===== config.mk =====
export PLATFORM = sky130hd
export DESIGN_NAME = sram_pmu_idle_ctrl
export DESIGN_NICKNAME = d
export VERILOG_FILES = /design/src/rtl/sram_pmu_idle_ctrl.sv
export SDC_FILE = /design/constraint.sdc
export NUM_CORES = 1
export LEC_CHECK = 0
export ABC_CLOCK_PERIOD_IN_PS = 4600
export CAP_MARGIN = 20
export CORE_MARGIN = 5
export CORE_UTILIZATION = 55
export CTS_CLUSTER_DIAMETER = 120
export DETAILED_ROUTE_END_ITERATION = 16
export PLACE_DENSITY = 0.84
export SETUP_SLACK_MARGIN = 0.2
export SLEW_MARGIN = 40
export SYNTH_ARGS = -nofsm -noshare
export SYNTH_HDL_FRONTEND = slang
export SYNTH_SLANG_ARGS = --single-unit

===== constraint.sdc =====
create_clock -name hclk -period 4.6 [get_ports hclk]
set_input_delay 1.15 -clock hclk [delete_from_list [all_inputs] [get_ports hclk]]
set_output_delay 1.15 -clock hclk [all_outputs]
set_load 0.05 [all_outputs]

===== src/rtl/sram_pmu_idle_ctrl.sv =====
// Idle-driven power request generator for the SRAM controller PMU port.
// Requests save after a programmable idle period and restore on activity, wake or disable.
module sram_pmu_idle_ctrl #(
   parameter int unsigned IDLE_W      = 8,
   parameter int unsigned ACK_TIMEOUT = 64,
   parameter int unsigned CNT_W       = 16
) (
   input  logic              hclk,
   input  logic              hreset_n,
   input  logic              enable,
   input  logic [IDLE_W-1:0] idle_limit,
   input  logic              hsel,
   input  logic [1:0]        htrans,
   input  logic              wake_req,
   input  logic [1:0]        fsm_state,
   output logic              pwr_save_req,
   output logic              pwr_restore_req,
   output logic [1:0]        pmu_state,
   output logic              handshake_err,
   output logic [CNT_W-1:0]  sleep_entries
);

   localparam int unsigned    ToW    = $clog2(ACK_TIMEOUT);
   localparam logic [ToW-1:0] ToLast = ToW'(ACK_TIMEOUT - 1);

   typedef enum logic [1:0] {
      StRun        = 2'b00,
      StSaveReq    = 2'b01,
      StAsleep     = 2'b10,
      StRestoreReq = 2'b11
   } state_e;

   state_e             state_q, state_d;
   logic [IDLE_W-1:0]  idle_cnt_q, idle_cnt_d;
   logic [ToW-1:0]     to_cnt_q, to_cnt_d;
   logic               wake_pend_q, wake_pend_d;
   logic               save_q, save_d;
   logic               restore_q, restore_d;
   logic               err_q, err_d;
   logic [CNT_W-1:0]   entries_q, entries_d;

   logic activity;
   logic wake_cond;
   logic unused_htrans;

   // NONSEQ and SEQ both have htrans[1] set; IDLE and BUSY do not.
   assign activity      = hsel & htrans[1];
   assign wake_cond     = activity | wake_req | ~enable;
   assign unused_htrans = htrans[0];

   always_comb begin
      state_d     = state_q;
      idle_cnt_d  = idle_cnt_q;
      to_cnt_d    = '0;
      wake_pend_d = wake_pend_q;
      err_d       = 1'b0;
      entries_d   = entries_q;

      unique case (state_q)
         StRun: begin
            if (activity || !enable || (idle_limit == '0)) begin
               idle_cnt_d = '0;
            end else if (idle_cnt_q == (idle_limit - IDLE_W'(1))) begin
               state_d    = StSaveReq;
               idle_cnt_d = '0;
            end else if (idle_cnt_q != '1) begin
               idle_cnt_d = idle_cnt_q + IDLE_W'(1);
            end
         end
         StSaveReq: begin
            to_cnt_d    = to_cnt_q + ToW'(1);
            wake_pend_d = wake_pend_q | wake_cond;
            if (fsm_state == 2'b01) begin
               state_d = StAsleep;
               if (entries_q != '1) begin
                  entries_d = entries_q + CNT_W'(1);
               end
            end else if (to_cnt_q == ToLast) begin
               state_d     = StRun;
               err_d       = 1'b1;
               wake_pend_d = 1'b0;
               idle_cnt_d  = '0;
            end
         end
         StAsleep: begin
            if (wake_pend_q || wake_cond) begin
               state_d     = StRestoreReq;
               wake_pend_d = 1'b0;
            end
         end
         StRestoreReq: begin
            to_cnt_d = to_cnt_q + ToW'(1);
            // WAKEUP (10) is still in progress and does not count as an ack.
            if (fsm_state == 2'b00) begin
               state_d    = StRun;
               idle_cnt_d = '0;
            end else if (to_cnt_q == ToLast) begin
               state_d     = StAsleep;
               err_d       = 1'b1;
               wake_pend_d = 1'b1;
            end
         end
         default: state_d = StRun;
      endcase

      if (state_d != state_q) begin
         to_cnt_d = '0;
      end

      save_d    = (state_d == StSaveReq);
      restore_d = (state_d == StRestoreReq);
   end

   always_ff @(posedge hclk or negedge hreset_n) begin
      if (!hreset_n) begin
         state_q     <= StRun;
         idle_cnt_q  <= '0;
         to_cnt_q    <= '0;
         wake_pend_q <= 1'b0;
         save_q      <= 1'b0;
         restore_q   <= 1'b0;
         err_q       <= 1'b0;
         entries_q   <= '0;
      end else begin
         state_q     <= state_d;
         idle_cnt_q  <= idle_cnt_d;
         to_cnt_q    <= to_cnt_d;
         wake_pend_q <= wake_pend_d;
         save_q      <= save_d;
         restore_q   <= restore_d;
         err_q       <= err_d;
         entries_q   <= entries_d;
      end
   end

   assign pwr_save_req    = save_q;
   assign pwr_restore_req = restore_q;
   assign pmu_state       = state_q;
   assign handshake_err   = err_q;
   assign sleep_entries   = entries_q;

endmodule


# == After elaboration in Yosys (flattened, before gate mapping) ==
# Cells that the tools add are included.
# W data, S select, Z words.
# totals
regBits,36
inputBits,17
out_inout_bits,21
# classes
add_sub_neg,4
eq_ne,18
muxes,27
bitwise,5
reduce_logical,13
# op_table
cell,count
$mux W8,6
$pmux W8 S3,1
$add A16 B1 Y16 const B,1
$ne A16 B16 Y1 const B,1
$mux W2,7
$mux W6,2
$ne A2 B2 Y1 const B,6
$add A8 B1 Y8 const B,1
$eq A8 B8 Y1,1
$logic_not A8 Y1,1
$mux W1,8
$ne A8 B8 Y1 const B,1
$pmux W2 S4,1
$sub A8 B1 Y8 const B,1
$add A6 B1 Y6 const B,1
$eq A2 B1 Y1 const B,3
$eq A2 B2 Y1 const B,3
$eq A6 B6 Y1 const B,1
$reduce_bool A3 Y1,2
$reduce_and A5 Y1,1
$logic_not A2 Y1,2
$ne A4 B4 Y1 const B,1
$reduce_and A4 Y1,1
$logic_or A1 B1 Y1,3
other kinds (9),11

# == Longest topological paths before layout ==
# depth
depth_word,8
depth_mapped,9
mapped_depth_nobuf,8

# == Worst setup path before layout ==
# No wires, ideal clock.
# synth_timing
path_type,input-to-reg
from,input port idle_limit[2]
to,register idle_cnt_q[0]
t_arrival_ps,2817
slack_ps,1658
cell_stages,7
n_path_buf,1
path_cell_list,or3_4 -> nor4_1 -> nor4b_1 -> o41a_1 -> buf_6 -> a41o_1 -> mux2_4
# synth_between
elab_chain_len,5
# synth_lines
item,line_no,source
from (decl),11,"input logic [IDLE_W-1:0] idle_limit,"
$sub A8 B1 Y8,63,end else if (idle_cnt_q == (idle_limit - IDLE_W'(1))) begin
$eq A8 B8 Y1,63,
$mux W8,63,
$mux W8,61,if (activity || !enable || (idle_limit == '0)) begin
$pmux W8 S3,59,unique case (state_q)
to (signal assigned),126,idle_cnt_q <= idle_cnt_d;
to (decl),34,"logic [IDLE_W-1:0] idle_cnt_q, idle_cnt_d;"
# Parallel ways exist; a longest one is shown, timed or not.
# A chain may end at the register's enable or synchronous reset.

# == Final worst setup path ==
# layout_timing
from,input port idle_limit[0]
to,register idle_cnt_q[0]
# The elaborated chain is that of the path after synthesis.

==> flow_summary_export.csv <==
group,metric,value,unit
routing,met2_length,1946,um
placement,dp_cells,297,
critical_path,startpoint_type,"input port",
clock_tree,post-cts-setup-buffer-count,0,
logic_synthesis,async_flop_share,100.0,%
timing,max_freq,293.2,MHz
logic_synthesis,ys.warnings.count,0,
routing,dr.pass1.iters,4,
logic_synthesis,yosysMostFrequentCell,"dfrtp_1",
job,maxCapViolations,0,
logic_synthesis,ys_ff_latch,36,
finish,area_growth_syn_to_layout,24.38,%
finish,drive_above_1_share,7.393,%
clock_tree,cts_sinks,36,
clock_tree,cts-root-buf,"clkbuf_8",
critical_path,worst_ep_required_time,4.77,ns
finish,stdcell_count,305,
timing,fin_skew,0.005883,ns
finish,final_core_util,69.56,%
pwr,swShare,39.81,%
logic_synthesis,synthesis.area,0.002032,mm^2
placement,place_area,0.002434,mm^2
critical_path,crit_type,"input port to flop",
logic_synthesis,synth-edff-count,0,
pwr,p_int,647.9,uW
logic_synthesis,ys.flop_type,"dfrtp_1",
critical_path,startpoint,"idle_limit[0]",
logic_synthesis,avgSynthCellArea,9.407,um^2
pwr,pwr-share-clk,21.2,%
routing,vias_per_cell,5.620,
logic_synthesis,yosysSeqAreaShare,44.33,%
timing,max_slew_margin,62.13,%
critical_path,worstSetupEndpointType,"flop",
finish,nNetsFinal,278,
timing,rsz0062_at_grt,"false",
timing,worst_slew_pin_slew,0.5642,ns
floorplan,ioPinCount,38,
floorplan,start_util,55.92,%
grt,grt_max_degree,37,
timing,hold_viol_final,0,
placement,portBuffers,36,
timing,period_minus_slack,3.411,ns
routing,drt_iter0_drc,70,
grt,grt_pass1_wl,7272,um
routing,vias,1714,
logic_synthesis,syn-num-nets,238,
logic_synthesis,syn_inst,216,
grt,grt_pass1_vias,1590,
min_path,hp-class,"flop to flop",
floorplan,rows,22,
routing,wl_met3,213,um
pwr,p_seq_share,40.4,%
clock_tree,cts_tree,"done",
routing,antenna_left,0,
routing,met1_length,1996,um
timing,finalCritPeriodShare,74.15,%
logic_synthesis,synth.distinct_cells,44,
clock_tree,postCtsHoldBufs,0,
floorplan,die_h,70.78,um
finish,fin_area,0.002527,mm^2
timing,setup_violations,0,
logic_synthesis,synth_area_leaders,"dfrtp_1, xnor2_1, xor2_1, nor2_1, nand2_1",
grt,grt.total_usage,17.99,%
logic_synthesis,synth_largest_area_cell,"dfrtp_1",
clock_tree,numCtsBuffers,5,
finish,n_antenna_cell,0,
pwr,pwr-share-comb,38.4,%
routing,route.detailed.drc,0,
routing,drt-wirelength-per-cell,13.97,um
critical_path,worstReg2RegStart,"idle_cnt_q[5]",
routing,routed_wirelength,4261,um
timing,final_max_slew_viol_count,0,
floorplan,die-area,0.005010,mm^2
grt,antenna_found_initial,0,
clock_tree,cts.repair.resized,0,
clock_tree,clk_latency,0.28,ns
pwr,worst_ir_drop_vdd,0.3419,mV
timing,finalSetupTns,0,ns
floorplan,die_x,70.78,um
pwr,power.switching,428.6,uW
clock_tree,clock_path_buffers,2,
clock_tree,htreeDepth,2,
clock_tree,clk_pin_slew,0.07,ns
logic_synthesis,yosys-top-cells-count,"dfrtp_1, nor2_1, nand2_1",
finish,nFillCells,311,
pwr,p_per_area,425.9,mW/mm^2
floorplan,core,0.003633,mm^2
status,status,"finished, final reports clean",
critical_path,worst-path-max-fanout,10,
placement,globalplace.congestion,0.8035,
placement,place_hpwl,3110,um
min_path,hold_path.startpoint,"to_cnt_q[0]",
routing,dr.max_layer_used,"met4",
grt,overflow,0,
critical_path,cp.arrival,3.58,ns
pwr,power.leakage,1.072,nW
logic_synthesis,synth_top_area_share,44.33,%
==> worst max-delay path, cell delays in order <==
cell	delay, ns
clkdlybuf4s50_1	0.55
inv_1	0.08
ha_1	0.25
xor2_1	0.17
xnor2_1	0.14
a32oi_1	0.11
o41a_1	0.56
a41o_1	0.30
mux2_4	0.26
==> cell type report <==
| cell class | instances | area (um^2) | area share, % |
|---|---|---|---|
| multi-input combinational | 168 | 1075 | 42.52 |
| sequential | 36 | 900.9 | 35.64 |
| timing repair buffer | 37 | 367.9 | 14.55 |
| clock buffer | 7 | 86.33 | 3.416 |
| tap | 48 | 60.06 | 2.376 |
| inverter | 8 | 30.03 | 1.188 |
| clock inverter | 1 | 7.507 | 0.2970 |
==> through the flow <==
stage / power [mW] / worst slack (ns) / hold WS [ns]
2_1_floorplan: 0.7204 / 1.658 / 0.4321
3_3_place_gp: 0.8404 / 0.9307 / 0.4486
3_5_place_dp: 0.8506 / 0.9023 / 0.4512
4_1_cts: 1.082 / 1.188 / 0.4612
5_1_grt: 1.144 / 1.058 / 0.4775
6_report: 1.076 / 1.189 / 0.4597
==> per-layer routing <==
metal  vias to the layer above  track usage (%)
met5                         -                0
li1                        841                -
met4                         0            7.098
met2                        42            26.67
met1                       822            24.84
met3                         9            5.256
==> path summary, 6_finish.rpt <==
path	cells after the start	slack, ns	end
worst max register to register	6	2.27	idle_cnt_q[0]
worst min-delay path	1	0.46	to_cnt_q[0]
min in group asynchronous	2	1.28	idle_cnt_q[3]
worst min register to register	1	0.46	to_cnt_q[0]
max in group asynchronous	2	3.00	sleep_entries[0]
worst max-delay path	9	1.19	idle_cnt_q[0]
==> flip-flops by register name (all words and copies together) (netlist names) <==
signal,cells
pwr_save_req,1
pmu_state,2
sleep_entries,16
idle_cnt_q,8
handshake_err,1
pwr_restore_req,1
to_cnt_q,6
wake_pend_q,1
==> placed cells by master (no fill, tap or decap), drive strengths merged <==
master,n
nor4,3
a21o,2
and2,1
nand3,13
or3,1
clkinvlp,1
a31oi,2
nor3b,3
a221oi,1
a311oi,1
nor2b,2
nor3,5
clkbuf,7
nor2,27
a32oi,1
a22o,3
mux2,2
o2111ai,1
mux2i,1
xor2,12
a211oi,1
inv,8
dfrtp,36
a21oi,10
clkdlybuf4s50,36
o31ai,1
xnor2,17
a41o,1
ha,5
nor4b,2
buf,1
or2,2
nand4,7
and3,6
o41a,2
nand4b,1
nand3b,1
nand2b,4
o21ai,6
nand2,21
==> power by group through the flow <==
| stage | logic [mW] | registers (mW) | clock network (mW) |
|---|---|---|---|
| after detailed placement | 0.411 | 0.439 | 0 |
| after CTS | 0.414 | 0.434 | 0.234 |
| after global routing | 0.452 | 0.442 | 0.250 |
| after floorplan | 0.198 | 0.523 | 0 |
| after global placement | 0.404 | 0.436 | 0 |
| final | 0.413 | 0.435 | 0.229 |
==> logic make-up (layout without fill, tap and decap cells) <==
kind of cell / Yosys count / after routing / share of synthesized area [%]
and+or+nand+nor: 99 / 99 / 24.63
DFF: 36 / 36 / 44.33
AOI/OAI and AO/OA: 32 / 32 / 10.90
xor gates and xnor gates: 29 / 29 / 12.50
buffers and inverters: 12 / 53 / 2.771
adders and majority gates: 5 / 5 / 3.079
muxes: 3 / 3 / 1.785
Note: power is estimated with default switching activity, not from simulation.
==> RTL change 1: new RTL, same flow settings <==
Remove the register `restore_q`: a continuous assignment takes its place, so the output `pwr_restore_req` follows one clock earlier.
--- a/src/rtl/sram_pmu_idle_ctrl.sv
+++ b/src/rtl/sram_pmu_idle_ctrl.sv
@@ -119,5 +119,4 @@
          wake_pend_q <= 1'b0;
          save_q      <= 1'b0;
-         restore_q   <= 1'b0;
          err_q       <= 1'b0;
          entries_q   <= '0;
@@ -128,9 +127,10 @@
          wake_pend_q <= wake_pend_d;
          save_q      <= save_d;
-         restore_q   <= restore_d;
          err_q       <= err_d;
          entries_q   <= entries_d;
       end
    end
+
+   assign restore_q = restore_d;
 
    assign pwr_save_req    = save_q;
Formal check against the unedited RTL: not equivalent (Yosys sat finds a counterexample within 4 cycles, from zero or initial values and one cycle with hreset_n low).
==> RTL change 1 against the original RTL <==
- fmax down 9.7%
- routed wire length down 2.2%
- total power up 4.2%
- worst setup slack worse by 0.37 ns
- synthesized area down 1.2%
- critical endpoint is now pwr_restore_req
- final area about the same
- largest power group is now combinational logic
- count of clock-buffer cells in the layout down 2
- sequential cell count down 1
==> RTL change 1: results (changes against the original RTL) <==
Drt
  – Vias: 1,691 (-1.3%)
  – DR WL met2: 1.96 mm (+0.62%)
  – DRT Pass-1 Iters: 4 (unchanged)
  – DR iter-0 viols: 54 (-23%)
  – Wl on met1: 1.91 mm (-4.3%)
  – Met3 wire len: 237 µm (+11%)
  – DR top layer: met4
  – Routed wire per std cell: 13.7 µm (-2.2%)

Critical path
  – Delay-heaviest family, CP: buffers and inverters
  – CP max stage delay: 0.53 ns (-0.03 ns)
  – R2R Path End: idle_cnt_q[0]
  – R2R depth: 6 (unchanged)
  – Worst Path Arrival: 2.63 ns (-0.95 ns)
  – Slowest CP cell: clkdlybuf4s50_1
  – RR Startpoint: idle_cnt_q[5]
  – CP Max Fanout: 5 (-5)

Place
  – Placer Congestion: 0.808 (+0.57%)
  – Pre-CTS WS: 0.824 ns (-0.0782 ns)
  – IO buf count: 36 (unchanged)
  – Hpwl dp: 3.06 mm (-1.5%)

Synthesis
  – Compound-Gate Fraction of Synth Area: 0.110 (+0.00136)
  – Post-Synth XOR/XNOR Area: 0.127 (+0.00156)
  – Synth area leaders: dfrtp_1, xnor2_1, xor2_1
  – Syn Inst Count: 215 (-0.46%)
  – Post-synthesis mux area share: 0.0181 (+0.000223)
  – Asr flop ratio synth: 1.00 (unchanged)
  – Synth cell count leaders: dfrtp_1, nor2_1, nand2_1, xnor2_1, nand3_1
  – Synth Area in Adders: 0.0312 (+0.000384)
  – Yosys warnings: 0 (unchanged)
  – Register area share after synthesis: 0.436 (-0.00694)
  – Most common flop cell mapped by yosys: dfrtp_1
  – Syn nets: 237 (-0.42%)

Global routing
  – All-Layer GR Usage: 0.183 (+0.00349)
  – Met2 Usage GRT: 0.289 (+0.0222)
  – Pin count of the biggest net entering global routing: 36 (-2.7%)
  – First-pass GRT wire length: 7.29 mm (+0.19%)
  – Vias in the first global route: 1,571 (-1.2%)
  – Met1 Use GR: 0.237 (-0.0114)
  – GR Layer Usage met3: 0.0576 (+0.00500)

Clock network
  – Total CTS buffers: 5 (unchanged)
  – CTS clk-pin slew, worst paths: 0.06 ns
  – Later-pin clock latency in the skew report: 0.29 ns
  – Clock root buffer: clkbuf_8

Run status
  – Outcome: finished clean

Layout
  – Fraction of layout cells with a size suffix above 1: 0.0856 (+0.0117)
  – Diodes inserted: 0 (unchanged)
  – Net count, final: 278 (unchanged)

Min path
  – Hold Path Depth: 1 (unchanged)

Power
  – Max VDD drop: 0.000361 V (+5.5%)
  – P_leak: 1.08 nW (+0.66%)
  – Psw: 0.441 mW (+2.9%)

STA
  – Layout Skew: 0.0115 ns (+0.00565 ns)
  – Worst Max-Slew Pin Slew: 0.562 ns (-0.00248 ns)
  – Final Hold Viols: 0 (unchanged)
## RTL change 1: kinds of logic (layout without fill, tap and decap cells)
family	Yosys count	count (layout)
AOI/OAI and AO/OA	32	32
and+or+nand+nor	99	99
xor gates and xnor gates	29	29
adders and majority gates	5	5
muxes	3	3
buffers and inverters	12	54
DFF	35	35
## RTL change 1: worst max-delay path by stage
| stage | start | to | slack [ns] | cells past startpoint |
|---|---|---|---|---|
| final | fsm_state[0] | pwr_restore_req | 0.82 | 8 |
| after global routing | fsm_state[0] | pwr_restore_req | 0.73 | 8 |
| after CTS | fsm_state[0] | pwr_restore_req | 0.82 | 8 |
| after detailed placement | fsm_state[0] | pwr_restore_req | 0.82 | 8 |
| after global placement | fsm_state[0] | pwr_restore_req | 0.82 | 8 |
| after floorplan | fsm_state[0] | pwr_restore_req | 1.13 | 5 |
## RTL change 1: cell type report
type | instances | area (µm²)
well taps | 48 | 60.1
inverters | 8 | 30.0
multi-input cells | 168 | 1070
fillers | 284 | 1080
repair buffers | 38 | 373
clock inverters | 3 | 43.8
flip-flops and latches | 35 | 876
clock buffers | 5 | 68.8
## RTL change 1: per-stage QoR
stage	instance area (µm²)	power, mW	utilization	hold slack (ns)
global placement	2410	0.841	0.669	0.458
floorplan	2010	0.713	-	0.432
detailed placement	2410	0.850	0.669	0.477
finish	2530	1.12	0.701	0.490
global route	2530	1.19	0.701	0.508
CTS	2530	1.13	0.701	0.491
## RTL change 1: power by group through the flow
stage	clock (mW)	sequential [mW]	combinational, mW
floorplan	0	0.494	0.219
global route	0.298	0.433	0.457
global placement	0	0.424	0.417
CTS	0.281	0.421	0.424
detailed placement	0	0.428	0.422
finish	0.276	0.422	0.424
==> RTL change 2: new RTL, same flow settings <==
Without the edit above. Change the parameter `ACK_TIMEOUT` from 64 to 32.
--- a/src/rtl/sram_pmu_idle_ctrl.sv
+++ b/src/rtl/sram_pmu_idle_ctrl.sv
@@ -3,5 +3,5 @@
 module sram_pmu_idle_ctrl #(
    parameter int unsigned IDLE_W      = 8,
-   parameter int unsigned ACK_TIMEOUT = 64,
+   parameter int unsigned ACK_TIMEOUT = 32,
    parameter int unsigned CNT_W       = 16
 ) (
Formal check against the unedited RTL: no difference found for any inputs over 10 cycles, from zero or initial values and one cycle with hreset_n low; that may be too few to reach the edited logic, so the function may still have changed.
==> RTL change 2 against the original RTL <==
- cell count decreased by 2.0%
- sequential cell count decreased by 1
- largest power group unchanged
- routed wire length decreased by 3.4%
- synthesized area decreased by 1.2%
- die area decreased by 1.1%
- worst setup slack got worse by 0.16 ns
- critical endpoint is now idle_cnt_q[5]
- total power increased by 3.5%
- final area about the same
==> RTL change 2: results (changes against the original RTL) <==
Place
  – Pre-CTS WS: 0.740 ns (-0.162 ns)
  – Hpwl dp: 3.14 mm (+1.1%)

Drt
  – Vias: 1,650 (-3.7%)
  – Routed wire per std cell: 13.8 µm (-1.5%)
  – Wl on met1: 1.79 mm (-10%)
  – Met3 wire len: 152 µm (-29%)
  – DR iter-0 viols: 102 (+46%)
  – DR WL met2: 2.12 mm (+9.1%)

Global routing
  – Vias in the first global route: 1,596 (+0.38%)
  – Met1 Use GR: 0.216 (-0.0322)
  – First-pass GRT wire length: 7.02 mm (-3.5%)
  – Pin count of the biggest net entering global routing: 36 (-2.7%)
  – GR Layer Usage met3: 0.0388 (-0.0137)
  – All-Layer GR Usage: 0.172 (-0.00784)

STA
  – Worst Max-Slew Pin Slew: 0.591 ns (+0.0272 ns)

Critical path
  – CP Max Fanout: 8 (-2)
  – Slowest CP cell: clkdlybuf4s50_1
  – Delay-heaviest family, CP: simple AND/OR/NAND/NOR gates

Synthesis
  – Synth cell count leaders: dfrtp_1, nor2_1, nand2_1, xnor2_1, and3_1
  – Compound-Gate Fraction of Synth Area: 0.113 (+0.00448)
  – Register area share after synthesis: 0.436 (-0.00694)
  – Synth Area in Adders: 0.0374 (+0.00662)

Run status
  – Outcome: finished clean

Layout
  – Net count, final: 273 (-1.8%)

Power
  – Max VDD drop: 0.000174 V (-49%)
==> RTL change 2: worst paths after layout <==
check / to / slack (ns) / from / cells after the start
worst max register to register: idle_cnt_q[5] / 2.43 / idle_cnt_q[2] / 5
min in group asynchronous: sleep_entries[15] / 1.27 / hreset_n / 2
worst min-delay path: to_cnt_q[0] / 0.46 / to_cnt_q[0] / 1
worst max-delay path: idle_cnt_q[5] / 1.02 / idle_limit[0] / 9
max in group asynchronous: idle_cnt_q[1] / 3.02 / hreset_n / 2
worst min register to register: to_cnt_q[0] / 0.46 / to_cnt_q[0] / 1
==> RTL change 2: where the power goes <==
| group | leakage [nW] | switching [mW] | internal, mW |
|---|---|---|---|
| Clock | 0.0581 | 0.112 | 0.161 |
| Sequential | 0.472 | 0.0687 | 0.362 |
| Combinational | 0.588 | 0.256 | 0.156 |
==> RTL change 2: layout make-up <==
| class | instances | area, µm² | area share |
|---|---|---|---|
| clock buffer | 5 | 68.8 | 0.0273 |
| clock inverter | 3 | 43.8 | 0.0173 |
| inverter | 6 | 22.5 | 0.00892 |
| multi-input combinational | 165 | 1090 | 0.430 |
| sequential | 35 | 876 | 0.347 |
| tap | 48 | 60.1 | 0.0238 |
| timing repair buffer | 37 | 368 | 0.146 |
==> RTL change 2: per-stage QoR <==
| step | cell area, µm² | hold slack (ns) | util | power [mW] |
|---|---|---|---|---|
| detailed placement | 2410 | 0.456 | 0.669 | 0.849 |
| global route | 2520 | 0.478 | 0.700 | 1.18 |
| CTS | 2520 | 0.466 | 0.700 | 1.12 |
| floorplan | 2010 | 0.432 | - | 0.712 |
| global placement | 2410 | 0.453 | 0.669 | 0.839 |
| finish | 2520 | 0.464 | 0.700 | 1.11 |
